### src/rtl/nand3_bist.sv
// ---------------------------------------------------------------------------
// nand3_bist
//   Built-in self test sequencer for a single NAND3 cell. Walks all eight
//   input vectors (binary or Gray order), holds each vector for SETTLE
//   cycles, samples the cell output on one more cycle, and keeps a
//   saturating mismatch count plus the first failing vector.
//
//   state  | meaning
//   -------+-------------------------------------------------------------
//   IDLE   | waiting for start; a/b/c parked at 000
//   DRIVE  | vector on a/b/c, settle counter running
//   SAMPLE | last cycle of a vector; y compared against ~(a&b&c)
//   FIN    | one-cycle wrap-up; done/pass already valid, busy drops after
//
// Ports
//   clk       : single clock, rising-edge
//   rst_n     : asynchronous active-low reset
//   start     : run request, honoured only in IDLE
//   gray      : vector order (0 binary, 1 Gray), latched when start accepted
//   abort     : terminates a run in DRIVE/SAMPLE
//   y         : output of the cell under test
//   a, b, c   : registered drives to the cell inputs
//   busy      : high while a run is in progress
//   done      : completion flag, held until next accepted start or reset
//   pass      : valid with done; 1 = no mismatches and not aborted
//   err_cnt   : mismatch count, saturating at 15
//   fail_vec  : {a,b,c} of the first mismatching vector
// ---------------------------------------------------------------------------
module nand3_bist #(
  parameter int unsigned SETTLE = 2
) (
  input  logic       clk,
  input  logic       rst_n,
  input  logic       start,
  input  logic       gray,
  input  logic       abort,
  input  logic       y,
  output logic       a,
  output logic       b,
  output logic       c,
  output logic       busy,
  output logic       done,
  output logic       pass,
  output logic [3:0] err_cnt,
  output logic [2:0] fail_vec
);

  typedef enum logic [1:0] {
    IDLE   = 2'd0,
    DRIVE  = 2'd1,
    SAMPLE = 2'd2,
    FIN    = 2'd3
  } state_t;

  localparam logic [3:0] SETTLE_LAST = 4'(SETTLE - 1);

  state_t     state_q, state_d;
  logic [2:0] idx_q, idx_d;
  logic [3:0] cnt_q, cnt_d;
  logic [2:0] vec_q, vec_d;
  logic       gray_q, gray_d;
  logic       busy_q, busy_d;
  logic       done_q, done_d;
  logic       pass_q, pass_d;
  logic [3:0] err_q, err_d;
  logic [2:0] fail_q, fail_d;
  logic       mismatch;

  function automatic logic [2:0] vec_of(input logic [2:0] i, input logic g);
    return g ? (i ^ (i >> 1)) : i;
  endfunction

  always_ff @(posedge clk or negedge rst_n) begin
    if (!rst_n) begin
      state_q <= IDLE;
      idx_q   <= '0;
      cnt_q   <= '0;
      vec_q   <= '0;
      gray_q  <= 1'b0;
      busy_q  <= 1'b0;
      done_q  <= 1'b0;
      pass_q  <= 1'b0;
      err_q   <= '0;
      fail_q  <= '0;
    end else begin
      state_q <= state_d;
      idx_q   <= idx_d;
      cnt_q   <= cnt_d;
      vec_q   <= vec_d;
      gray_q  <= gray_d;
      busy_q  <= busy_d;
      done_q  <= done_d;
      pass_q  <= pass_d;
      err_q   <= err_d;
      fail_q  <= fail_d;
    end
  end

  always_comb begin
    state_d  = state_q;
    idx_d    = idx_q;
    cnt_d    = cnt_q;
    vec_d    = vec_q;
    gray_d   = gray_q;
    busy_d   = busy_q;
    done_d   = done_q;
    pass_d   = pass_q;
    err_d    = err_q;
    fail_d   = fail_q;
    mismatch = 1'b0;

    case (state_q)
      IDLE: begin
        // abort wins over a coincident start
        if (start && !abort) begin
          state_d = DRIVE;
          idx_d   = '0;
          cnt_d   = '0;
          gray_d  = gray;
          vec_d   = vec_of(3'd0, gray);
          busy_d  = 1'b1;
          done_d  = 1'b0;
          pass_d  = 1'b0;
          err_d   = '0;
          fail_d  = '0;
        end
      end

      DRIVE: begin
        if (abort) begin
          state_d = FIN;
          done_d  = 1'b1;
          pass_d  = 1'b0;
          vec_d   = '0;
        end else if (cnt_q == SETTLE_LAST) begin
          state_d = SAMPLE;
        end else begin
          cnt_d = cnt_q + 4'd1;
        end
      end

      SAMPLE: begin
        // abort discards this cycle's compare
        if (abort) begin
          state_d = FIN;
          done_d  = 1'b1;
          pass_d  = 1'b0;
          vec_d   = '0;
        end else begin
          mismatch = (y != ~(&vec_q));
          if (mismatch) begin
            if (err_q != 4'd15) err_d = err_q + 4'd1;
            if (err_q == 4'd0)  fail_d = vec_q;
          end
          if (idx_q == 3'd7) begin
            state_d = FIN;
            done_d  = 1'b1;
            // err_d so a mismatch on the final vector still clears pass
            pass_d  = (err_d == 4'd0);
            vec_d   = '0;
          end else begin
            state_d = DRIVE;
            idx_d   = idx_q + 3'd1;
            cnt_d   = '0;
            vec_d   = vec_of(idx_q + 3'd1, gray_q);
          end
        end
      end

      FIN: begin
        state_d = IDLE;
        busy_d  = 1'b0;
        idx_d   = '0;
        cnt_d   = '0;
      end

      default: begin
        state_d = IDLE;
      end
    endcase
  end

  assign {a, b, c} = vec_q;
  assign busy      = busy_q;
  assign done      = done_q;
  assign pass      = pass_q;
  assign err_cnt   = err_q;
  assign fail_vec  = fail_q;

endmodule

### config.mk
export PLATFORM = sky130hd
export DESIGN_NAME = nand3_bist
export DESIGN_NICKNAME = d
export VERILOG_FILES = /design/src/rtl/nand3_bist.sv
export SDC_FILE = /design/constraint.sdc
export NUM_CORES = 1
export LEC_CHECK = 0
export CORE_MARGIN = 3
export CORE_UTILIZATION = 50
export CTS_BUF_LIST = sky130_fd_sc_hd__clkbuf_16
export DETAILED_ROUTE_END_ITERATION = 12
export PLACE_DENSITY = 0.74
export SYNTH_ARGS = -nofsm -noshare
export SYNTH_HDL_FRONTEND = slang
export SYNTH_SLANG_ARGS = --single-unit
### constraint.sdc
create_clock -name clk -period 2 [get_ports clk]
set_clock_uncertainty 0.05 [all_clocks]
set_input_delay 0.4 -clock clk [delete_from_list [all_inputs] [get_ports clk]]
set_output_delay 0.4 -clock clk [all_outputs]
set_load 0.005 [all_outputs]
==> results of run 1 <==
==> stage by stage <==
stage	setup WS [ns]	area [um^2]	instances	util, %	hold WS, ns
after floorplan	0.195	1410	153	-	0.0544
after global placement	0.0245	1680	207	65.4	0.446
after detailed placement	-0.0233	1680	207	65.4	0.455
after CTS	0.100	1760	211	68.6	0.453
after global routing	0.0353	1770	211	68.8	0.462
final	0.162	1770	211	68.8	0.445
==> logic make-up (layout without fill, tap and decap cells) <==
family,after synthesis,count (layout)
compound gates,44,44
xor+xnor,2,2
fa+ha+maj,10,10
buf+inv,15,43
flops,23,23
mux,6,6
simple gates,53,53
==> worst max path at each step <==
| stage | startpoint | to |
|---|---|---|
| after floorplan | state_q[0]$_DFFE_PN0P_ | err_cnt[0]$_DFFE_PN0P_ |
| after global placement | abort | idx_q[0]$_DFFE_PN0P_ |
| after detailed placement | y | fail_vec[1]$_DFFE_PN0P_ |
| after CTS | state_q[0]$_DFFE_PN0P_ | pass$_DFFE_PN0P_ |
| after global routing | state_q[0]$_DFFE_PN0P_ | err_cnt[0]$_DFFE_PN0P_ |
| final | idx_q[0]$_DFFE_PN0P_ | idx_q[0]$_DFFE_PN0P_ |
==> layer usage <==
layer	vias up	share of wire, %	GRT usage [%]
met5	-	0	0
met2	22	47	31.4
met4	0	0.49	5.83
met1	555	49	25.9
met3	2	3.4	2.61
li1	602	-	-
==> worst reg2reg max path, delay by kind of cell, from the launching register on <==
family / cells / cell delay [ns]
AO/OA/AOI/OAI: 3 / 0.58
multiplexers: 1 / 0.27
adder cells (fa/ha/maj): 2 / 0.44
flip-flops: 1 / 0.40
==> area by class of cell <==
class / instances / area (um^2) / share of cell area [%]
Multi-Input combinational cell: 115 / 772 / 43.7
Sequential cell: 23 / 576 / 32.6
Timing Repair Buffer: 29 / 263 / 14.9
Clock buffer: 3 / 75.1 / 4.25
Inverter: 10 / 37.5 / 2.13
Tap cell: 30 / 37.5 / 2.13
Clock inverter: 1 / 5.00 / 0.283
==> flip-flops by register name (all words and copies together), names as in the netlist, 2 cells and up <==
name / cells
fail_vec: 3
cnt_q: 4
vec_q: 3
err_cnt: 4
idx_q: 3
state_q: 2
==> layout by cell type (no fill, tap or decap), drive strengths merged, types with 2 or more instances in the layout <==
master	n
mux2	3
o311ai	2
and2	2
nor3	3
ha	10
nand4b	2
nand3	7
nor2	12
o21ai	11
nand2	20
o22ai	2
a31oi	4
buf	11
inv	10
clkdlybuf4s50	18
mux2i	3
o211ai	2
clkbuf	3
dfrtp	23
a22o	4
a21oi	12
==> power groups by stage <==
stage	combinational (uW)	clock [uW]	sequential, uW
4_1_cts	1100	439	705
5_1_grt	1240	459	725
3_5_place_dp	1080	0	711
6_report	1110	437	705
2_1_floorplan	689	0	688
3_3_place_gp	1050	0	700
==> timing repair <==
| item | CTS | global route |
|---|---|---|
| setup endpoints to repair | 0 | 3 |
| hold endpoints to repair | 0 | 0 |
| gates resized for setup | 0 | 2 |
==> summary.txt, run 1 <==
Cells and area
  • Final nets: 198
  • Synth-to-layout area growth: 25.4%
  • Number of diodes: 0
  • Share of layout cells above drive strength 1: 15.5%
  • Fillers: roughly 220

Timing
  • Rel. slew slack: 74.0%
  • Min Tclk post-route: approximately 1.8 ns
  • Hold Violations, Final: 0
  • Setup_tns: 0 ns
  • Finish-stage setup viols: 0
  • Max-slew violations: 0
  • RSZ-0062 raised after global routing: false
  • Period utilization: 91.9%
  • Slew @ Worst Pin: 0.390 ns
  • Maximum clock frequency: 0.544 GHz

Route
  • Routed Antenna Nets: 0
  • Iter 0 DRT Violations: 74
  • Drt pass-1 iters: 4
  • Vias: 1181
  • Routed Wire Length: a little over 3000 um
  • Drt wl/cell: 14.5 um
  • # DRC: 0
  • Vias per std cell: ~5.6

Synth
  • Synth Area in Compound Gates: 21.2%
  • Count leader, synth: dfrtp_1
  • Sequential fraction of the synthesis area: 40.9%
  • Ys Warns: 0
  • Synth async-reset ratio: 100%
  • Top cells by area, synth: dfrtp_1, ha_1, nand2_1, a21oi_1, o21ai_0
  • Syn Nets: approximately 170
  • Cells after Synth: 153
  • Area leader, netlist: dfrtp_1
  • Synth cell count leaders: dfrtp_1, nand2_1, nor2_1
  • Netlist cell types: 43
  • Synthesized area per cell: around 9.2 um^2
  • XOR/XNOR Fraction of Synth Area: 1.78%
  • Mux cell area share after synthesis: 4.53%
  • Share of the synthesized area in the top cell type: 40.9%
  • #FFs+latches synth: 23
  • Largest family of logic cells by synthesized area: compound AO/OA/AOI/OAI gates
  • Primary FF master, synth: dfrtp_1
  • Mapped Area: about 0.0014 mm^2
  • Post-Synth Adder-Cell Area: 8.89%
  • Number of synthesized flops with an enable pin: 0
  • Post-Synth Simple-Gate Area: 18.0%

Setup path
  • Slowest stage delay, CP: around 0.4 ns
  • R2R depth: 6
  • WP depth: 6
  • Crit path cell chain: ha_1 -> ha_1 -> o21ai_1 -> o21ai_2 -> a21o_1 -> mux2_2
  • Cell mode on critical path: ha_1
  • R2R Path End: idx_q[0]$_DFFE_PN0P_
  • Reg-to-reg setup timing slack: 0.16 ns
  • Slowest CP cell: dfrtp_1
  • Largest delay share family, worst path: compound AO/OA/AOI/OAI gates
  • Buf+Inv Stages, Crit Path: 0
  • WP data required: about 2.1 ns
  • Reg-to-Reg Start: idx_q[0]$_DFFE_PN0P_
  • Critical Path Fanout Max: 6
  • Worst Setup End Kind: register
  • Startpoint types: register
  • Crit path DAT: 1.93 ns
  • Worst Setup Path Type: register to register

Clocking
  • Clock Path Buffers: 2
  • Worst-path clk slew: 0.06 ns
  • Hold buffer count at CTS: 0
  • CTS tree: built
  • CTS H-tree depth: 1
  • # Post-CTS Setup Buffers: 0
  • Num CTS Buffers: 3
  • Root buf cell: clkbuf_16
  • Clock latency on the worst-skew pair: 0.25 ns
  • Number of clock sinks: 23

Pwr
  • Maximum vdd drop: approximately 0.97 mV
  • PwrDens: 1280 mW/mm^2
  • Total power: roughly 2300 uW
  • Clock share of power: 19.4%
  • Net Switching: 872 uW
  • Switch share: slightly below 40%
  • Leak Pwr: 0.000781 uW
  • Pint: 1380 uW
  • Logic gate share of total power: 49.4%
  • Seq pwr share: 31.2%

GRT
  • Largest net degree at the start of global routing: 24
  • GR Overflow Total: 0
  • First-pass GRT wire length: ~5000 um
  • Vias in the first global route: 1131
  • GRT Overall Usage: 19.0%
  • Initial antenna violation count: 0

Floorplanning
  • I/O Pins: 19
  • Die Ht: between 50 and 60 um
  • Die width: 59.1 um
  • Die area: 0.00349 mm^2
  • Total core area: 0.00257 mm^2
  • Row count: 18
  • Initial Util: 54.8%

Place
  • DP HPWL: between 2000 and 2500 um
  • RePlAce Congestion: 0.832
  • IO buf count: 18

Job
  • Maxcap violations: 0

Hold path
  • Worst Hold Class: primary input to async pin

Outcome
  • Status: complete, no violations
Power figures use the tool's default switching activity.
==> run 2: changes to the inputs <==
Settings changed: GPL_TIMING_DRIVEN set to 0.
==> run 2 against run 1 <==
Power shrank 3.3%. Clock power is 5.3% lower. Sequential share of layout area is 0.56 points higher. Utilization fell by 0.88 points. Critical path depth up 3. Setup slack worse by 0.068 ns. First-iteration DRC count shrank 20%. Final area shrank 1.3%. Via count down 0.34%. Critical endpoint is now err_cnt[0]$_DFFE_PN0P_.
==> summary.txt, run 2 (synthesis results as in run 1) <==
Hold path
  • Hold_sp: done$_DFFE_PN0P_
  • Hold Path End: done$_DFFE_PN0P_
  • Worst Hold Class: register to register
  • Hold Crit Depth: 1

Route
  • Drt wl/cell: ~15 um
  • Drt pass-1 iters: 4
  • Routed Wire Length: just over 3000 um
  • # DRC: 0
  • Vias: between 1000 and 1500
  • Iter 0 DRT Violations: about 60
  • Routed Antenna Nets: 0
  • Vias per std cell: roughly 5.7

Timing
  • Min Tclk post-route: 1.91 ns
  • Period utilization: 95.3%
  • Slew @ Worst Pin: just under 1 ns
  • Maximum clock frequency: between 0.5 and 0.6 GHz
  • Hold Violations, Final: 0
  • WHS: 0.472 ns
  • Finish-stage setup viols: 0
  • Max-slew violations: 0
  • Rel. slew slack: 34.3%
  • Setup_tns: 0 ns

Pwr
  • Logic gate share of total power: 49.2%
  • PwrDens: 1250 mW/mm^2
  • Leak Pwr: approximately 0.00076 uW
  • Net Switching: 846 uW
  • Maximum vdd drop: 0.927 mV
  • Switch share: 38.7%
  • Pint: 1340 uW
  • Seq pwr share: 31.8%
  • Clock share of power: 19.0%

Clocking
  • Clock latency on the worst-skew pair: 0.25 ns
  • Number of clock sinks: 23
  • Num CTS Buffers: 3
  • Clock Path Buffers: 2
  • CTS H-tree depth: 1
  • Root buf cell: clkbuf_16
  • Worst-path clk slew: 0.06 ns
  • CTS tree: built

Setup path
  • Worst Setup Path Type: register to register
  • Reg-to-reg setup timing slack: 0.09 ns
  • Critical Path Fanout Max: 8
  • Reg-to-Reg Start: state_q[0]$_DFFE_PN0P_
  • R2R Path End: err_cnt[0]$_DFFE_PN0P_
  • Startpoint types: register
  • Worst Setup End Kind: register
  • Crit path DAT: 2.05 ns
  • WP data required: 2.14 ns
  • R2R depth: 9

Floorplanning
  • Row count: 18
  • Die Ht: a little under 60 um
  • Die width: 59.1 um
  • Initial Util: around 55%
  • Die area: roughly 0.0035 mm^2
  • I/O Pins: 19
  • Total core area: 0.00257 mm^2

Cells and area
  • Final non-filler cell total: 207
  • Fillers: 210
  • Final nets: 194
  • Post-route cell area: 0.00174 mm^2
  • Commonest non-fill, non-tap cell in the layout: dfrtp_1
  • Number of diodes: 0
  • Most frequent cells in the layout: dfrtp_1, nand2_1, clkdlybuf4s50_1
  • Synth-to-layout area growth: 23.8%
  • Share of layout cells above drive strength 1: 14.1%

GRT
  • GRT Overall Usage: 18.5%
  • Initial antenna violation count: 0
  • First-pass GRT wire length: 4990 um
  • Vias in the first global route: 1103
  • GR Util met3: 2.61%
  • Met2 usage: 28.9%
  • Met1 Track Usage GR: approximately a quarter
  • Grt peak-use layer: met2
  • Largest net degree at the start of global routing: 24
  • GR Overflow Total: 0

Place
  • IO buf count: 18
  • RePlAce Congestion: 0.765
  • Placed Instances: around 200
  • DP HPWL: 2180 um
  • Placed instance area: 0.00163 mm^2

Outcome
  • Status: complete, no violations

Job
  • Maxcap violations: 0
## run 2: worst max-delay path by stage
stage	from	endpoint	slack [ns]	cells past startpoint
after floorplan	state_q[0]$_DFFE_PN0P_	err_cnt[0]$_DFFE_PN0P_	0.20	8
after global placement	start	done$_DFFE_PN0P_	-0.10	6
after detailed placement	start	done$_DFFE_PN0P_	-0.12	6
after CTS	state_q[0]$_DFFE_PN0P_	done$_DFFE_PN0P_	0.02	7
after global routing	state_q[0]$_DFFE_PN0P_	err_cnt[0]$_DFFE_PN0P_	-0.03	9
final	state_q[0]$_DFFE_PN0P_	err_cnt[0]$_DFFE_PN0P_	0.09	9
## run 2: critical path, cell delays in order (launching register included)
cell and delay, ns:
dfrtp_2 0.44, inv_1 0.13, ha_1 0.16, clkbuf_4 0.17
inv_1 0.08, nor2_1 0.21, and2_1 0.16, buf_2 0.18
nand3_1 0.08, a21bo_2 0.18
## run 2: area by class of cell
| cell class | instances | area, um^2 | share of cell area [%] |
|---|---|---|---|
| Buffer | 4 | 25.0 | 1.44 |
| Clock buffer | 3 | 75.1 | 4.31 |
| Clock inverter | 1 | 3.75 | 0.215 |
| Inverter | 10 | 37.5 | 2.15 |
| Multi-Input combinational cell | 115 | 783 | 44.9 |
| Sequential cell | 23 | 578 | 33.2 |
| Tap cell | 30 | 37.5 | 2.15 |
| Timing Repair Buffer | 21 | 203 | 11.6 |
## run 2: timing repair
action	CTS	global route
endpoints found under the setup margin	1	10
hold endpoints to repair	0	0
buffers inserted	0	3
resized for setup	1	5
hold buffers	0	0
## run 2: routing by layer
| layer | part of all wire (%) | wire [um] | vias to the layer above |
|---|---|---|---|
| met3 | 3.5 | 107 | 4 |
| met5 | 0 | 0 | - |
| li1 | - | - | 588 |
| met1 | 49 | 1470 | 564 |
| met2 | 47 | 1420 | 21 |
| met4 | 1.1 | 34 | 0 |
## run 2: power by group through the flow
stage | clock network [uW] | registers (uW) | logic, uW
after floorplan | 0 | 688 | 689
after global placement | 0 | 700 | 942
after detailed placement | 0 | 709 | 970
after CTS | 426 | 701 | 1000
after global routing | 443 | 716 | 1200
final | 414 | 694 | 1070
## run 2: through the flow
stage	worst slack (ns)	utilization [%]	power, uW
floorplan	0.195	-	1380
global placement	-0.101	63.3	1640
detailed placement	-0.122	63.3	1680
CTS	0.0195	66.7	2130
global route	-0.0263	67.9	2360
finish	0.0947	67.9	2180
